File: src/rtl/stage3_pool_flatten.sv
// ---------------------------------------------------------------------------
// stage3_pool_flatten
//
// Purpose:
//   Receiving end of the stage-3 max-pooling output stream. One frame of
//   pooled pixels (N_POS positions x CH channels) arrives as single-cycle
//   beats carrying all channels of one position. The beats are stored in a
//   register array. When the frame is complete, it is replayed as a flattened
//   stream with one element per beat and a valid/ready handshake toward the
//   fully-connected stage.
//
// Parameters:
//   CH     channels per pool beat
//   DW     bits per pooled value (signed, passed through untouched)
//   N_POS  pooled positions per frame
//   IDX_W  width of o_index, 2**IDX_W >= CH*N_POS
//
// Ports:
//   clk           rising-edge clock
//   reset_n       asynchronous, active-low reset
//   i_pool_valid  one pooled beat present this cycle (no backpressure)
//   i_pool_data   channel c occupies bits [c*DW +: DW]
//   o_valid       flattened element valid
//   o_data        flattened element
//   o_index       flat index of the current element
//   o_last        high together with the final element of the frame
//   i_ready       FC stage accepts the element
//   o_busy        high while not collecting; input beats are discarded
//   o_drop_err    sticky flag, set when a beat arrives while busy
//
// Build option:
//   STAGE3_FLATTEN_POS_MAJOR_EN  defined   -> position-major flat order
//                                          (k -> pos = k / CH, ch = k % CH)
//                                undefined -> channel-major flat order
//                                          (k -> ch = k / N_POS, pos = k % N_POS)
// ---------------------------------------------------------------------------
module stage3_pool_flatten #(
    parameter int CH    = 3,
    parameter int DW    = 32,
    parameter int N_POS = 16,
    parameter int IDX_W = 6
) (
    input  logic               clk,
    input  logic               reset_n,
    input  logic               i_pool_valid,
    input  logic [CH*DW-1:0]   i_pool_data,
    output logic               o_valid,
    output logic [DW-1:0]      o_data,
    output logic [IDX_W-1:0]   o_index,
    output logic               o_last,
    input  logic               i_ready,
    output logic               o_busy,
    output logic               o_drop_err
);

    localparam int TOTAL = CH * N_POS;
    localparam int POS_W = (N_POS > 1) ? $clog2(N_POS) : 1;
    localparam int CH_W  = (CH > 1) ? $clog2(CH) : 1;

    localparam logic [POS_W-1:0] POS_LAST = POS_W'(N_POS - 1);
    localparam logic [CH_W-1:0]  CH_LAST  = CH_W'(CH - 1);
    localparam logic [IDX_W-1:0] IDX_LAST = IDX_W'(TOTAL - 1);
    localparam logic [POS_W-1:0] POS_ONE  = POS_W'(1);
    localparam logic [CH_W-1:0]  CH_ONE   = CH_W'(1);
    localparam logic [IDX_W-1:0] IDX_ONE  = IDX_W'(1);
    localparam logic [POS_W-1:0] POS_ZERO = '0;
    localparam logic [CH_W-1:0]  CH_ZERO  = '0;

    localparam logic [1:0] ST_COLLECT = 2'd0;
    localparam logic [1:0] ST_LOAD    = 2'd1;
    localparam logic [1:0] ST_DRAIN   = 2'd2;

    logic [1:0]       state_q, state_d;
    logic [POS_W-1:0] wr_pos_q, wr_pos_d;
    logic [POS_W-1:0] rd_pos_q, rd_pos_d;
    logic [CH_W-1:0]  rd_ch_q, rd_ch_d;
    logic             valid_q, valid_d;
    logic [DW-1:0]    data_q, data_d;
    logic [IDX_W-1:0] index_q, index_d;
    logic             last_q, last_d;
    logic             busy_q, busy_d;
    logic             drop_q, drop_d;

    logic [DW-1:0]    mem_q [N_POS][CH];

    logic             wr_en;
    logic             xfer;
    logic [POS_W-1:0] nxt_pos;
    logic [CH_W-1:0]  nxt_ch;
    logic [IDX_W-1:0] nxt_idx;

    // The read side walks a (pos, ch) pointer pair instead of dividing the
    // flat index, so no divider is needed. This block produces the pointer
    // of the element that follows the one currently presented.
    always_comb begin
        nxt_pos = rd_pos_q;
        nxt_ch  = rd_ch_q;
`ifdef STAGE3_FLATTEN_POS_MAJOR_EN
        if (rd_ch_q == CH_LAST) begin
            nxt_ch  = CH_ZERO;
            nxt_pos = rd_pos_q + POS_ONE;
        end else begin
            nxt_ch  = rd_ch_q + CH_ONE;
        end
`else
        if (rd_pos_q == POS_LAST) begin
            nxt_pos = POS_ZERO;
            nxt_ch  = rd_ch_q + CH_ONE;
        end else begin
            nxt_pos = rd_pos_q + POS_ONE;
        end
`endif
    end

    assign nxt_idx = index_q + IDX_ONE;
    assign xfer    = valid_q && i_ready;

    // Next-state logic for the collect / load / drain sequence. Everything
    // holds by default, so a stalled element stays stable without extra
    // terms. Beats that arrive outside COLLECT are discarded and flagged.
    always_comb begin
        state_d  = state_q;
        wr_pos_d = wr_pos_q;
        rd_pos_d = rd_pos_q;
        rd_ch_d  = rd_ch_q;
        valid_d  = valid_q;
        data_d   = data_q;
        index_d  = index_q;
        last_d   = last_q;
        drop_d   = drop_q;
        wr_en    = 1'b0;

        case (state_q)
            ST_COLLECT: begin
                if (i_pool_valid) begin
                    wr_en = 1'b1;
                    if (wr_pos_q == POS_LAST) begin
                        wr_pos_d = POS_ZERO;
                        state_d  = ST_LOAD;
                    end else begin
                        wr_pos_d = wr_pos_q + POS_ONE;
                    end
                end
            end

            ST_LOAD: begin
                rd_pos_d = POS_ZERO;
                rd_ch_d  = CH_ZERO;
                valid_d  = 1'b1;
                data_d   = mem_q[POS_ZERO][CH_ZERO];
                index_d  = '0;
                last_d   = (IDX_LAST == '0);
                state_d  = ST_DRAIN;
            end

            ST_DRAIN: begin
                if (xfer) begin
                    if (index_q == IDX_LAST) begin
                        valid_d = 1'b0;
                        data_d  = '0;
                        index_d = '0;
                        last_d  = 1'b0;
                        state_d = ST_COLLECT;
                    end else begin
                        rd_pos_d = nxt_pos;
                        rd_ch_d  = nxt_ch;
                        valid_d  = 1'b1;
                        data_d   = mem_q[nxt_pos][nxt_ch];
                        index_d  = nxt_idx;
                        last_d   = (nxt_idx == IDX_LAST);
                    end
                end
            end

            default: begin
                state_d = ST_COLLECT;
            end
        endcase

        if (i_pool_valid && (state_q != ST_COLLECT)) begin
            drop_d = 1'b1;
        end

        // Busy is registered from the next state so that it lines up with
        // the state register and has no combinational path from inputs.
        busy_d = (state_d != ST_COLLECT);
    end

    // Control and output registers, cleared by the asynchronous reset. A
    // reset mid-frame discards the partial frame by clearing wr_pos.
    always_ff @(posedge clk or negedge reset_n) begin
        if (!reset_n) begin
            state_q  <= ST_COLLECT;
            wr_pos_q <= POS_ZERO;
            rd_pos_q <= POS_ZERO;
            rd_ch_q  <= CH_ZERO;
            valid_q  <= 1'b0;
            data_q   <= '0;
            index_q  <= '0;
            last_q   <= 1'b0;
            busy_q   <= 1'b0;
            drop_q   <= 1'b0;
        end else begin
            state_q  <= state_d;
            wr_pos_q <= wr_pos_d;
            rd_pos_q <= rd_pos_d;
            rd_ch_q  <= rd_ch_d;
            valid_q  <= valid_d;
            data_q   <= data_d;
            index_q  <= index_d;
            last_q   <= last_d;
            busy_q   <= busy_d;
            drop_q   <= drop_d;
        end
    end

    // Frame storage has no reset: its contents only matter once a full frame
    // has been written, and every location is rewritten before it is read.
    always_ff @(posedge clk) begin
        if (wr_en) begin
            for (int c = 0; c < CH; c++) begin
                mem_q[wr_pos_q][c] <= i_pool_data[c*DW +: DW];
            end
        end
    end

    assign o_valid    = valid_q;
    assign o_data     = data_q;
    assign o_index    = index_q;
    assign o_last     = last_q;
    assign o_busy     = busy_q;
    assign o_drop_err = drop_q;

endmodule

File: config.mk
export PLATFORM = sky130hd
export DESIGN_NAME = stage3_pool_flatten
export DESIGN_NICKNAME = d
export VERILOG_FILES = /design/src/rtl/stage3_pool_flatten.sv
export SDC_FILE = /design/constraint.sdc
export NUM_CORES = 2
export LEC_CHECK = 0
export CAP_MARGIN = 20
export CORE_MARGIN = 1
export CORE_UTILIZATION = 52
export CTS_CLUSTER_SIZE = 12
export DETAILED_ROUTE_END_ITERATION = 16
export PLACE_DENSITY_LB_ADDON = 0.25
export RECOVER_POWER = 25
export SYNTH_ARGS = -nofsm -noshare
export SYNTH_HDL_FRONTEND = slang
export SYNTH_SLANG_ARGS = --single-unit
File: constraint.sdc
create_clock -name clk -period 8.9 [get_ports clk]
set_input_delay 1.335 -clock clk [delete_from_list [all_inputs] [get_ports clk]]
set_output_delay 1.335 -clock clk [all_outputs]
set_load 0.05 [all_outputs]
## After elaboration in Yosys (flattened, before gate mapping)

Memories as Yosys holds them, arrays and structs flattened.
Index checks and enable logic that the tools add are counted.

| word-level totals | value |
|---|---|
| flip-flop bits (word level) | 54 |
| bits in latches | 0 |
| memory bits (writable) | 1536 |
| memory bits (read-only) | 0 |
| input port bits | 100 |
| output and inout bits | 42 |
| logic and storage cells | 67 |
| memories | 1 |

Memories:

| memory | depth | width | rd ports | clocked after memory_dff | wr ports | line | source |
|---|---|---|---|---|---|---|---|
| mem_q | 16 | 96 | 2 | 0 | 1 | 84 | `logic [DW-1:0] mem_q [N_POS][CH];` |

| operators by class | value |
|---|---|
| add/subtract/negate cells | 4 |
| $mul | 0 |
| divide/modulo/power cells | 0 |
| magnitude comparators | 1 |
| eq/ne operators | 8 |
| shift operators | 0 |
| multiplexer cells | 33 |
| bitwise operators | 1 |
| reductions and logical operators | 9 |

Operator list:

| cell | number |
|---|---|
| 2-to-1 mux 32 bit | 4 |
| binary-select mux 32 bit (select 2 bit) | 1 |
| one-hot mux 32 bit (2 select lines) | 1 |
| 2-to-1 mux 4 bit | 4 |
| 2-to-1 mux 2 bit | 7 |
| == test 6 bit, second input constant | 2 |
| 2-to-1 mux 6 bit | 2 |
| one-hot mux 6 bit (2 select lines) | 1 |
| adder 4 x 1 -> 4 bit, second input constant | 2 |
| == test 4 bit, second input constant | 2 |
| 2-to-1 mux 1 bit | 8 |
| one-hot mux 4 bit (2 select lines) | 1 |
| adder 6 x 1 -> 6 bit, second input constant | 1 |
| one-hot mux 2 bit (3 select lines) | 1 |
| nonzero test 2 bit | 3 |
| inequality test 2 bit, second input constant | 2 |
| one-hot mux 1 bit (2 select lines) | 2 |
| one-hot mux 2 bit (2 select lines) | 1 |
| AND reduction 2 bit | 2 |
| >= comparator 3 bit, second input constant | 1 |
| NOT 2 -> 3 bit | 1 |
| AND reduction 3 bit | 1 |
| adder 2 x 1 -> 2 bit, second input constant | 1 |
| == test 2 x 1 -> 1 bit, second input constant | 1 |
| 3 further kinds | 4 |

## Logic depth before layout (Yosys ltp)

| depth | value |
|---|---|
| depth in word-level cells | 9 |
| depth in mapped cells | 13 |

## Worst setup path after synthesis

OpenSTA, ideal clock, no wires.

| path | value |
|---|---|
| kind | input to register |
| start | in i_pool_valid |
| end | mem mem_q[11][0] (netlist name) (enable) |
| library setup time | 688 ps |
| arrival | 8876 ps |
| path slack | -664 ps |
| cell stages on the path | 3 |
| path through | nor3b_1 > nand2_1 > nor3b_1 |

| between the ends | value |
|---|---|
| cells in the longest elaborated chain, start to end | 4 |

Ends and longest elaborated chain:

| what | line | source |
|---|---|---|
| start: declaration | 45 | `input logic i_pool_valid,` |
| 2-to-1 mux 1 bit | 135 | `if (i_pool_valid) begin` |
| 2-to-1 mux 1 bit | 133 | `case (state_q)` |
| 2-to-1 mux 1 bit | 220 | `if (wr_en) begin` |
| 2-to-1 mux 1 bit (not written as such) | 222 | `mem_q[wr_pos_q][c] <= i_pool_data[c*DW +: DW];` |
| end: declaration | 84 |  |

No other way between the ends.

## Final worst setup path

| path | value |
|---|---|
| start | reg rd_pos_q[0] |
| end | reg data_q[16], in the netlist o_data[16] |

| between the ends | value |
|---|---|
| cells in the longest elaborated chain, start to end | 9 |

Ends and longest elaborated chain:

| what | line | source |
|---|---|---|
| start: declaration | 75 | `logic [POS_W-1:0] rd_pos_q, rd_pos_d;` |
| start signal: assignment | 206 | `rd_pos_q <= rd_pos_d;` |
| adder 4 x 1 -> 4 bit or == test 4 bit (tied branches) | 110, 106 |  |
| 2-to-1 mux 4 bit or 2-to-1 mux 2 bit (tied branches) | 106 | `if (rd_pos_q == POS_LAST) begin` |
| memory (16 x 96 bit) or NOT 2 -> 3 bit (tied branches) | -- |  |
| binary-select mux 32 bit (select 2 bit) (*) | 168 | `data_d = mem_q[nxt_pos][nxt_ch];` |
| 2-to-1 mux 32 bit (not written as such) (*) (2 in a row) | 168 |  |
| 2-to-1 mux 32 bit (*) | 158 | `if (index_q == IDX_LAST) begin` |
| 2-to-1 mux 32 bit (*) | 157 | `if (xfer) begin` |
| one-hot mux 32 bit (2 select lines) (*) | 133 |  |
| end signal: assignment | 209 | `data_q <= data_d;` |
| end: declaration | 78 | `logic [DW-1:0] data_q, data_d;` |

Every way passes the cells marked *; elsewhere a longest branch is shown, timed or not. The select of a mux whose other input is x is not followed.
A chain may end at the register's enable or synchronous reset.

==> flow_summary.json <==
{
  "setup_viol_count_final": 0,
  "cp_num_buf_inv": 3,
  "floorplan.die_area_sq_um": 121500,
  "most_used_standard_cells_in_the_synthesized_netlist": "edfxtp_1, nand2_1, a21oi_1, mux2i_1, nand3_1",
  "maximum_count_of_clock_buffers_along_a_single_path": 3,
  "cell_internal_pwr_uw": 14800,
  "count_of_tritonroute_iterations_in_the_first_routing_pass": 9,
  "drtIter0Drc": 6015,
  "final.hold.worst_slack_ns": 0.4655,
  "clkSlewWorstSetupHoldPaths_ns": 0.06,
  "timing.final.hold_violations": 0,
  "ys_top_cells_by_area": "edfxtp_1, mux4_2, mux2i_1, nand2_1, dfrtp_1",
  "synth_enable_flop_cells": 1536,
  "yosysMostFrequentCell": "edfxtp_1",
  "critPathSlowestCell": "nand3_1",
  "hold-path-cell-count": 1,
  "tritoncts": "built",
  "critical_path.endpoint": "o_data[16]$_DFFE_PN0P_",
  "syn_to_final_growth_pct": 12.79,
  "critical_register_to_register_path_endpoint": "o_data[16]$_DFFE_PN0P_",
  "worst_hold_launch": "o_drop_err$_DFFE_PN0P_",
  "rrSetupSlack_ns": 3.70,
  "global_route_wire_length_before_repair_um": 263600,
  "setup_repair_after_global_routing_missed_its_margin": "false",
  "num_cts_buffers": 162,
  "io_buffers": 141,
  "wl_met1_um": 69540,
  "share_of_total_power_consumed_by_net_switching_pct": 39.12,
  "worst_path_dominant_cell_family": "buffers and inverters",
  "cpPeakStageDelay_ns": 0.81,
  "irDropWorstVdd_v": 0.0004734,
  "io_pins": 142,
  "violations": "capacitance limit, slew limit",
  "cts_hold_repair.buffers": 0,
  "post-route-period-util_pct": 58.40,
  "totalWireLength_um": 185200,
  "wl_met2_um": 81700,
  "worstMarginPinSlew_ns": 4.269,
  "nets": 3989,
  "post_cts_buffers": 0,
  "drive_above_1_share_pct": 12.38,
  "drcViolationCount": 0,
  "power.static_leakage_uw": 0.02259,
  "power.sequential.fraction_pct": 35.3,
  "grt_overflow": 0,
  "drt-vias-per-instance": 6.742,
  "topRoutingLayerUsed": "met5",
  "syn-num-nets": 3847,
  "worst_clock_skew_ns": 0.02865,
  "finish.utilization_pct": 59.44,
  "cells_along_the_critical_path": "buf_4 -> buf_4 -> and3_1 -> o22a_2 -> buf_4 -> nand3_1 -> a2111oi_0 -> a211oi_1",
  "place_worst_setup_slack_ns": 3.879,
  "ys_seq_elements": 1590,
  "ant_nets": 0,
  "groute.usage.overall_pct": 30.55,
  "critical_path.startpoint": "rd_pos_q[0]$_DFFE_PN0P_",
  "p_per_area_nw_per_um2": 344.9,
  "sw_power_uw": 9508,
  "worstSetupPathType": "reg -> reg",
  "clock_insertion_delay_worst_skew_ns": 0.79,
  "post_synth_instance_area_sq_um": 62480,
  "async_reset_ff_share_pct": 3.396,
  "cts-htree-levels": 4,
  "netlist-cell-type-count": 84,
  "clock_share_of_power_pct": 26.0,
  "grt_pass1_vias": 35680,
  "drt-wirelength-per-cell_um": 33.15,
  "post_cts.resized_instances": 0,
  "slew-limit-headroom_pct": -184.6,
  "pwr-share-comb_pct": 38.8,
  "core_sq_um": 118600,
  "synthesis.instances": 3740,
  "die-width_um": 348.6,
  "fmaxAchievable_mhz": 192.4,
  "sequential_fraction_of_the_synthesis_area_pct": 75.99,
  "cts_root_buffer": "clkbuf_16",
  "synth_ff_type": "edfxtp_1",
  "detailedPlacementHpwl_um": 105800,
  "timing.critical_path.fanout_max": 44,
  "hp_class": "reg -> reg",
  "placementRows": 126,
  "most_frequent_cell_on_critical_path": "buf_4",
  "worst_setup_path_end_kind": "register",
  "share_of_the_synthesized_area_in_the_top_cell_type_pct": 73.83,
  "finalWeightedCongestion": 0.9322,
  "synthesis.area_per_instance_sq_um": 16.70,
  "setup_tns_ns": 0,
  "fill_cell_count": 8711,
  "timing.reg2reg.worst_path_depth": 8,
  "timing.final.max_slew_violations": 55,
  "met3WireLength_um": 24980,
  "yosysWarningCount": 0,
  "yosysTopAreaCell": "edfxtp_1",
  "timing.max_cap.violations": 1,
  "via_count": 37660,
  "die_h_um": 348.6,
  "critPathLaunchType": "register",
  "outcome": "finished, violations left",
  "fin_ws_ns": 3.703,
  "effective_utilization_at_floorplan_pct": 52.70,
  "critical_path_depth_in_cells": 8,
  "dpl.cell_count": 5317,
  "antenna_violations_before_repair": 21,
  "final-instance-count-excl-fill": 5586,
  "clkSinkCount": 1590,
  "crit_arrival_ns": 5.85,
  "rr_startpoint": "rd_pos_q[0]$_DFFE_PN0P_",
  "pin_count_of_the_biggest_net_entering_global_routing": 126,
  "post-route-min-period_ns": 5.197,
  "endpoint_required_time_on_the_critical_path_ns": 9.55
}
==> state kept, by name, indices dropped and copies added, names as in the netlist, 2 cells and up <==
| register | cells |
|---|---|
| rd_ch_q | 2 |
| wr_pos_q | 4 |
| mem_q | 1536 |
| o_index | 6 |
| o_data | 32 |
| state_q | 2 |
| rd_pos_q | 4 |
==> cell families after synthesis <==
family	after synthesis	synth area share [%]
buffers and inverters	262	2.027
xor gates and xnor gates	9	0.1502
AOI/OAI and AO/OA	790	8.908
and+or+nand+nor	774	5.557
DFF	1590	75.99
muxes	308	7.228
adders and majority gates	7	0.1402
==> worst reg2reg max path: cells and delay by family, from the launching register on <==
kind                   cells  cell delay [ns]
and+or+nand+nor            2             1.28
buffers and inverters      3             2.04
DFF                        1             0.76
AOI/OAI and AO/OA          3             0.97
==> cells in the final DEF, fill, tap and decap left out, types with 17 or more instances in the layout <==
cell type,count
a22oi_1,41
a31oi_1,72
dfrtp_1,53
nand3_1,133
buf_4,80
a21oi_1,181
a211oi_1,77
dlygate4sd3_1,52
o2111ai_1,23
mux2i_1,162
a221oi_1,48
edfxtp_1,1536
mux4_2,111
clkinv_1,17
a222oi_1,33
nand2_1,383
clkbuf_1,52
o21ai_0,87
clkdlybuf4s50_1,88
o22ai_1,31
nor2_1,89
mux2_2,35
nor2b_1,35
nor3_1,25
clkbuf_16,168
o211ai_1,31
and3_1,31
==> routing by layer <==
| metal | track usage (%) | vias to the layer above |
|---|---|---|
| met4 | 13.25 | 22 |
| met3 | 8.831 | 502 |
| met2 | 44.53 | 2790 |
| met5 | 0 | - |
| li1 | - | 15330 |
| met1 | 43.04 | 19020 |
==> power by group through the flow <==
stage                     Combinational [uW]  Sequential [uW]  Clock, uW
final                                   9420             8580       6310
after global routing                    9730             8580       6610
after CTS                               9200             8560       6340
after detailed placement                9160             8710          0
after global placement                  9130             8720          0
after floorplan                         5450             8830          0
==> worst min-delay path by stage <==
stage / to / slack (ns)
detailed placement: o_drop_err$_DFFE_PN0P_ / 0.46
global route: o_drop_err$_DFFE_PN0P_ / 0.48
CTS: o_drop_err$_DFFE_PN0P_ / 0.48
floorplan: o_data[21]$_DFFE_PN0P_ / 0.48
global placement: o_drop_err$_DFFE_PN0P_ / 0.46
finish: o_drop_err$_DFFE_PN0P_ / 0.47
==> cell type report <==
| type | count | area [sq um] | area share, % |
|---|---|---|---|
| Sequential cell | 1590 | 47480 | 67.38 |
| Clock inverter | 41 | 335.3 | 0.4758 |
| Timing Repair Buffer | 230 | 2162 | 3.068 |
| Multi-Input combinational cell | 1888 | 13990 | 19.85 |
| Clock buffer | 222 | 4447 | 6.310 |
| Inverter | 10 | 40.04 | 0.05682 |
| Antenna cell | 5 | 12.51 | 0.01776 |
| Tap cell | 1600 | 2002 | 2.841 |
==> through the flow <==
step / power, uW / area, sq um
floorplan: 14280 / 62490
global placement: 17850 / 65650
detailed placement: 17880 / 65650
CTS: 24100 / 70440
global route: 24910 / 70460
finish: 24300 / 70470
(Power assumes the default switching activity.)
